## config.mk

```make
export PLATFORM = sky130hd
export DESIGN_NAME = multi_timer
export DESIGN_NICKNAME = d
export VERILOG_FILES = /design/src/rtl/multi_timer.sv
export SDC_FILE = /design/constraint.sdc
export NUM_CORES = 2
export LEC_CHECK = 0
export CAP_MARGIN = 10
export CELL_PAD_IN_SITES_DETAIL_PLACEMENT = 1
export CELL_PAD_IN_SITES_GLOBAL_PLACEMENT = 1
export CORE_ASPECT_RATIO = 0.6
export CORE_UTILIZATION = 50
export CTS_BUF_LIST = sky130_fd_sc_hd__clkbuf_4
export CTS_CLUSTER_SIZE = 14
export DETAILED_ROUTE_END_ITERATION = 8
export DONT_BUFFER_PORTS = 1
export PLACE_DENSITY = 0.89
export SETUP_SLACK_MARGIN = 0.02
export SYNTH_ARGS = -nofsm -noshare
export SYNTH_HDL_FRONTEND = slang
export SYNTH_SLANG_ARGS = --single-unit
```

## constraint.sdc

```tcl
create_clock -name clk -period 54.9 [get_ports clk]
set_input_delay 8.235 -clock clk [delete_from_list [all_inputs] [get_ports clk]]
set_output_delay 8.235 -clock clk [all_outputs]
set_load 0.05 [all_outputs]
```

## src/rtl/multi_timer.sv

```systemverilog
// multi_timer: NUM_CHANNELS prescaled period timers behind a byte-wide CPU bus
// window (CHSEL / CMD / DATA / STATUS) with one level interrupt.
module multi_timer #(
  parameter int unsigned COUNT_WIDTH  = 32,
  parameter int unsigned NUM_CHANNELS = 4
) (
  input  logic       clk,
  input  logic       reset,
  input  logic       rwb,
  input  logic       cs,
  input  logic [1:0] addr,
  input  logic [7:0] i_data,
  output logic [7:0] o_data,
  output logic       irq
);

  localparam int unsigned CW = COUNT_WIDTH;
  localparam int unsigned NB = COUNT_WIDTH / 8;
  localparam int unsigned NC = NUM_CHANNELS;

  localparam logic [2:0] REG_PRESCALE = 3'd0;
  localparam logic [2:0] REG_PERIOD   = 3'd1;
  localparam logic [2:0] REG_COUNT    = 3'd2;
  localparam logic [2:0] REG_CTRL     = 3'd3;

  typedef logic [CW-1:0] cnt_t;

  logic [7:0]    chsel_q, cmd_q;
  cnt_t          prescale_q [NC];
  cnt_t          period_q   [NC];
  cnt_t          count_q    [NC];
  cnt_t          snap_q     [NC];
  cnt_t          pre_q      [NC];
  cnt_t          prescale_d [NC];
  cnt_t          period_d   [NC];
  cnt_t          count_d    [NC];
  cnt_t          snap_d     [NC];
  cnt_t          pre_d      [NC];
  logic [NC-1:0] en_q, ien_q, os_q, status_q;
  logic [NC-1:0] en_d, ien_d, os_d, status_d;
  logic [NC-1:0] ch_hit, tick, wrap, w1c;

  logic       we, re, data_acc, byte_valid, data_wr, snap_rd;
  logic [2:0] reg_sel;
  logic [3:0] byte_idx, byte_idx_next;
  logic [7:0] data_rd;

  function automatic logic [7:0] get_byte(input cnt_t v, input logic [3:0] idx);
    logic [7:0] r;
    r = '0;
    for (int unsigned b = 0; b < NB; b++)
      if (4'(b) == idx) r = v[b*8 +: 8];
    return r;
  endfunction

  function automatic cnt_t set_byte(input cnt_t v, input logic [3:0] idx, input logic [7:0] d);
    cnt_t r;
    r = v;
    for (int unsigned b = 0; b < NB; b++)
      if (4'(b) == idx) r[b*8 +: 8] = d;
    return r;
  endfunction

  // Bus decode
  assign we            = cs & ~rwb;
  assign re            = cs & rwb;
  assign data_acc      = cs && (addr == 2'd2);
  assign reg_sel       = cmd_q[6:4];
  assign byte_idx      = cmd_q[3:0];
  assign byte_valid    = byte_idx < 4'(NB);
  assign data_wr       = we && (addr == 2'd2) && byte_valid;
  assign snap_rd       = re && (addr == 2'd2) && (reg_sel == REG_COUNT) && (byte_idx == 4'd0);
  assign byte_idx_next = (byte_idx == 4'(NB - 1)) ? 4'd0 : byte_idx + 4'd1;
  assign w1c           = (we && (addr == 2'd3)) ? i_data[NC-1:0] : '0;
  assign irq           = |(status_q & ien_q);

  // Channel select, prescaler tick and period wrap per channel
  always_comb begin
    ch_hit = '0;
    tick   = '0;
    wrap   = '0;
    for (int unsigned c = 0; c < NC; c++) begin
      ch_hit[c] = (chsel_q[2:0] == 3'(c));
      tick[c]   = en_q[c] && (pre_q[c] == prescale_q[c]);
      wrap[c]   = tick[c] && (count_q[c] >= period_q[c]);
    end
  end

  // DATA window read mux; COUNT bytes above 0 come from the coherent snapshot
  always_comb begin
    data_rd = '0;
    for (int unsigned c = 0; c < NC; c++) begin
      if (ch_hit[c]) begin
        case (reg_sel)
          REG_PRESCALE: data_rd = get_byte(prescale_q[c], byte_idx);
          REG_PERIOD:   data_rd = get_byte(period_q[c], byte_idx);
          REG_COUNT:    data_rd = (byte_idx == 4'd0) ? get_byte(count_q[c], 4'd0)
                                                     : get_byte(snap_q[c], byte_idx);
          REG_CTRL:     data_rd = (byte_idx == 4'd0) ? {5'b0, os_q[c], ien_q[c], en_q[c]} : 8'h00;
          default:      data_rd = '0;
        endcase
      end
    end
  end

  // Register file read port
  always_comb begin
    case (addr)
      2'd0:    o_data = chsel_q;
      2'd1:    o_data = cmd_q;
      2'd2:    o_data = data_rd;
      default: o_data = 8'(status_q);
    endcase
  end

  // Next channel state: counting first, then bus writes override their fields
  always_comb begin
    prescale_d = prescale_q;
    period_d   = period_q;
    count_d    = count_q;
    snap_d     = snap_q;
    pre_d      = pre_q;
    en_d       = en_q;
    ien_d      = ien_q;
    os_d       = os_q;
    status_d   = (status_q & ~w1c) | wrap;
    for (int unsigned c = 0; c < NC; c++) begin
      if (en_q[c]) begin
        if (tick[c]) begin
          pre_d[c] = '0;
          if (wrap[c]) begin
            count_d[c] = '0;
            if (os_q[c]) en_d[c] = 1'b0;
          end else begin
            count_d[c] = count_q[c] + cnt_t'(1);
          end
        end else begin
          pre_d[c] = pre_q[c] + cnt_t'(1);
        end
      end
      if (snap_rd && ch_hit[c]) snap_d[c] = count_q[c];
      if (data_wr && ch_hit[c]) begin
        case (reg_sel)
          REG_PRESCALE: prescale_d[c] = set_byte(prescale_q[c], byte_idx, i_data);
          REG_PERIOD:   period_d[c]   = set_byte(period_q[c], byte_idx, i_data);
          REG_COUNT:    count_d[c]    = set_byte(count_d[c], byte_idx, i_data);
          REG_CTRL: begin
            if (byte_idx == 4'd0) begin
              en_d[c]  = i_data[0];
              ien_d[c] = i_data[1];
              os_d[c]  = i_data[2];
              if (!en_q[c] && i_data[0]) begin
                count_d[c] = '0;
                pre_d[c]   = '0;
              end
            end
          end
          default: ;
        endcase
      end
    end
  end

  // State registers, updated on the falling edge with the CPU bus
  always_ff @(negedge clk or posedge reset) begin
    if (reset) begin
      chsel_q  <= '0;
      cmd_q    <= '0;
      en_q     <= '0;
      ien_q    <= '0;
      os_q     <= '0;
      status_q <= '0;
      for (int unsigned c = 0; c < NC; c++) begin
        prescale_q[c] <= '0;
        period_q[c]   <= '0;
        count_q[c]    <= '0;
        snap_q[c]     <= '0;
        pre_q[c]      <= '0;
      end
    end else begin
      if (we && (addr == 2'd0)) chsel_q <= i_data;
      if (we && (addr == 2'd1)) cmd_q <= i_data;
      else if (data_acc && cmd_q[7]) cmd_q[3:0] <= byte_idx_next;
      en_q     <= en_d;
      ien_q    <= ien_d;
      os_q     <= os_d;
      status_q <= status_d;
      for (int unsigned c = 0; c < NC; c++) begin
        prescale_q[c] <= prescale_d[c];
        period_q[c]   <= period_d[c];
        count_q[c]    <= count_d[c];
        snap_q[c]     <= snap_d[c];
        pre_q[c]      <= pre_d[c];
      end
    end
  end

endmodule

```

==> impl.org <==
** Worst setup path
- Critical Setup Path Class :: reg2out
- The worst register-to-register path begins at count_q[6].
- In this run the worst setup path begins at cmd_q[1].
- The worst setup path is launched from a register.
- Critical path required time :: 46670 ps
- Worst setup EP type :: output port
- Data on the critical path arrives at its endpoint at approximately 34000 ps.
- Along the worst path, the maximum fanout reaches 47.

** Clocking
- TritonCTS built the clock tree.
- The clock tree synthesis step divided the H-tree into 4 levels.
- After clock tree synthesis, the flow added hold-fix buffers numbering 0.
- Postcts setup bufs :: 0
- The tree is rooted in a sky130_fd_sc_hd__clkbuf_4.
- Clk pin slew, worst setup/hold paths :: about 50 ps
- The clock passes through at most 3 buffers.
- The tree built by TritonCTS fans out to 640 sinks.
- In this run, CTS created clock tree buffers numbering ~160.
- Gates resized during post-CTS repair numbered 0.
- At the later pin of the worst-skew pair, clock insertion delay measures a little over 1000 ps.

** Min path
- The tightest min-delay check is of the reg2reg type.
- The startpoint identified for the worst hold timing path is snap_q[91].

** Yosys
- The synthesized design contains 0 enable-type register cells.
- Most common cell in the synthesized netlist :: sky130_fd_sc_hd__dfrtn_1
- In the synthesized netlist the dominant register cell turns out to be sky130_fd_sc_hd__dfrtn_1.
- Of the post-synthesis cell area, the dominant cell type holds 42.9%.
- Cells after Synth :: between 4000 and 5000
- Yosys attributes the largest share of cell area to sky130_fd_sc_hd__dfrtn_1 43%, sky130_fd_sc_hd__mux2_2 7.4%, sky130_fd_sc_hd__ha_1 4.7%.
- The commonest cells after synthesis are 640 x sky130_fd_sc_hd__dfrtn_1, 408 x sky130_fd_sc_hd__nor2_1, 393 x sky130_fd_sc_hd__nand2_1.
- Total of warnings raised by yosys :: 0
- Mean area per synthesized cell :: 9.31 um2
- Synthesis inferred 640 register bits.
- Async set-or-reset flop fraction in the synthesized netlist :: 100%
- Cell type contributing the most total cell area after synthesis :: sky130_fd_sc_hd__dfrtn_1
- The share of the Yosys chip area taken by registers is around 43%.
- Synthesis produced a netlist with a net count of 4164.
- Synthesis instantiated 86 different standard cells from the library.
- The mapped netlist covers between 30000 and 40000 um2.

** Timing
- Number of pins with negative max-slew slack in the final report :: 6
- Max transition margin :: -2.65%
- After routing, the total negative slack on setup checks comes to 0 ps.
- Unrepaired setup endpoints after global routing :: false
- Hold Vio Cnt, Final :: 0
- Transition time at the pin with the least slew margin :: 1530 ps
- WHS :: ~460 ps
- Setup violations remaining at the end of the flow were counted as 0.
- Worst Skew :: ~73 ps

** Route
- Via count of the routed design :: 35548
- Antenna Violating Nets Remaining :: 0
- Detailed Routing Iterations Pass 1 :: 9
- Overall routed net length :: between 150000 and 200000 um
- Wirelength per Cell :: ~32 um
- Dividing the detail-routed via count by the number of cells gives between 6 and 7.
- For this block, the initial DRC count from the detailed router was about 5700.
- DRC violation count after routing :: 5

** Finish
- Cells fill between 50% and 60% of the core in the end.
- Relative to the synthesized area, the layout overhead comes to 8.22%.
- The post-route netlist has between 10 and 15% of its cells at a drive strength greater than 1.
- The filler cells instantiated in the layout total around 8500.
- After the flow finishes, the layout carries non-filler instances totaling between 5000 and 6000.
- At the end of the flow, the number of nets in the layout was about 4200.

** Place
- The count of buffers added on input and output ports is 0.
- HPWL after detailed placement :: roughly 120000 um
- The congestion estimate from routability-driven global placement came to 1.04.
- Number of placed cells counting well taps :: 4850

** Power
- Pleak :: between 15 and 20 nW
- Dividing total power by cell area gives a power density of roughly 32 nW/um2.
- IR analysis of the VDD net gives a maximum drop of 0.0267 mV.

** Global route
- Global routing used between 40% and 50% of the available tracks.
- Maximum number of pins on one net before global-route repair :: roughly 170
- The initial antenna violation count came to 13.
- Vias in the first global route :: about 35000
- The first global-routing pass estimated around 240000 um of wire.
- For this run the aggregate overflow at the end of global routing stands at 0.

** Floorplanning
- Initial Utilization :: between 50% and 60%
- The die covers 75800 um2.
- The core region is ~74000 um2.
- Die height :: around 210 um
- For this design the top-level I/O count stands at 23.
- From left edge to right edge, the die measures approximately 350 um.
- The floorplan has 77 rows.

** Run status
- Failing checks :: design-rule violations, max-capacitance violations, max-slew violations
- Result of the run :: finished with violations

** Flow run
- Max-cap violations :: 2
==> cells by family after synthesis <==
logic type,Yosys count,synth area share (%)
simple gates,1339,17.1
buf+inv,390,4.14
compound gates,902,15.5
mux,253,7.61
xor+xnor,346,8.11
flops,640,42.9
fa+ha+maj,140,4.69
==> report_power, final <==
group	internal [mW]	switching [mW]	leakage, nW	total, mW
Sequential	0.498	0.0453	8.03	0.543
Combinational	0.0887	0.220	9.40	0.309
Clock	0.202	0.232	1.18	0.434
Total	0.789	0.497	18.6	1.29
==> registers in the layout, summed over array words and instances (netlist names) <==
register    flops
cmd_q           8
chsel_q         8
ien_q           4
os_q            4
period_q      128
pre_q         128
snap_q         96
en_q            4
count_q       128
status_q        4
prescale_q    128
==> path summary, 6_finish.rpt <==
check / slack [ps] / end / cells after the start
max: 13150 / o_data[3] / 13
min: 460 / snap_q[91] / 1
max reg2reg: 50320 / count_q[29] / 11
min reg2reg: 460 / snap_q[91] / 1
max in group asynchronous: 17840 / pre_q[18] / 3
min in group asynchronous: 34600 / pre_q[66] / 1
==> worst max-delay path, stage by stage (launching register included) <==
cell and delay (ps):
sky130_fd_sc_hd__dfrtn_1 410, sky130_fd_sc_hd__inv_1 140, sky130_fd_sc_hd__ha_1 180, sky130_fd_sc_hd__or3b_2 440, sky130_fd_sc_hd__buf_4 300, sky130_fd_sc_hd__nor2_4 420, sky130_fd_sc_hd__buf_4 590, sky130_fd_sc_hd__a221oi_1 200
sky130_fd_sc_hd__nor3_1 180, sky130_fd_sc_hd__a221oi_1 90, sky130_fd_sc_hd__a31oi_1 590, sky130_fd_sc_hd__a211oi_1 100, sky130_fd_sc_hd__a222oi_1 1090, sky130_fd_sc_hd__buf_6 270
==> per-layer routing <==
metal  routed length [um]  global-route usage [%]  share of wire [%]
met1                65900                    58.2                 40
met2                62000                    55.5                 38
met3                29700                    25.6                 18
met4                 6650                    17.4                4.0
met5                  643                    4.13               0.39
==> cell type report <==
type,instances,area (um2),share of cell area [%]
Antenna cell,14,35.0,0.0867
Clock buffer,222,1670,4.12
Clock inverter,65,355,0.879
Inverter,172,653,1.62
Multi-Input combinational cell,2980,19900,49.2
Sequential cell,640,16000,39.6
Tap cell,987,1230,3.06
Timing Repair Buffer,73,581,1.44
==> through the flow <==
| stage | power (mW) | area (um2) | setup slack (ps) |
|---|---|---|---|
| after floorplan | 0.710 | 37300 | 1760 |
| after global placement | 0.817 | 38300 | 14710 |
| after detailed placement | 0.830 | 38300 | 14480 |
| after CTS | 1.26 | 40400 | 13410 |
| after global routing | 1.32 | 40400 | 13140 |
| final | 1.29 | 40400 | 13150 |
==> cell usage in the layout, fill, tap and decap left out, types with 19 or more instances in the layout <==
cell	synthesis	layout
sky130_fd_sc_hd__o22ai_1	31	31
sky130_fd_sc_hd__clkbuf_4	0	222
sky130_fd_sc_hd__nand2b_1	25	25
sky130_fd_sc_hd__buf_4	0	69
sky130_fd_sc_hd__xnor2_1	158	158
sky130_fd_sc_hd__o32ai_1	22	22
sky130_fd_sc_hd__o21ai_0	314	300
sky130_fd_sc_hd__a221oi_1	77	77
sky130_fd_sc_hd__mux2_2	247	247
sky130_fd_sc_hd__inv_1	172	171
sky130_fd_sc_hd__nand3_1	123	123
sky130_fd_sc_hd__and4_1	22	22
sky130_fd_sc_hd__a21oi_1	165	165
sky130_fd_sc_hd__dfrtn_1	640	640
sky130_fd_sc_hd__nor2_1	408	400
sky130_fd_sc_hd__and3_1	46	46
sky130_fd_sc_hd__ha_1	140	140
sky130_fd_sc_hd__a221o_1	19	19
sky130_fd_sc_hd__clkinv_1	0	45
sky130_fd_sc_hd__nor4_1	40	40
sky130_fd_sc_hd__nand4_1	99	99
sky130_fd_sc_hd__nor3_1	72	69
sky130_fd_sc_hd__xor2_1	188	188
sky130_fd_sc_hd__o211ai_1	59	59
sky130_fd_sc_hd__nand2_1	393	391
sky130_fd_sc_hd__a211oi_1	27	27
sky130_fd_sc_hd__o21a_1	20	20
sky130_fd_sc_hd__a22oi_1	47	47
Power figures use the tool's default switching activity.
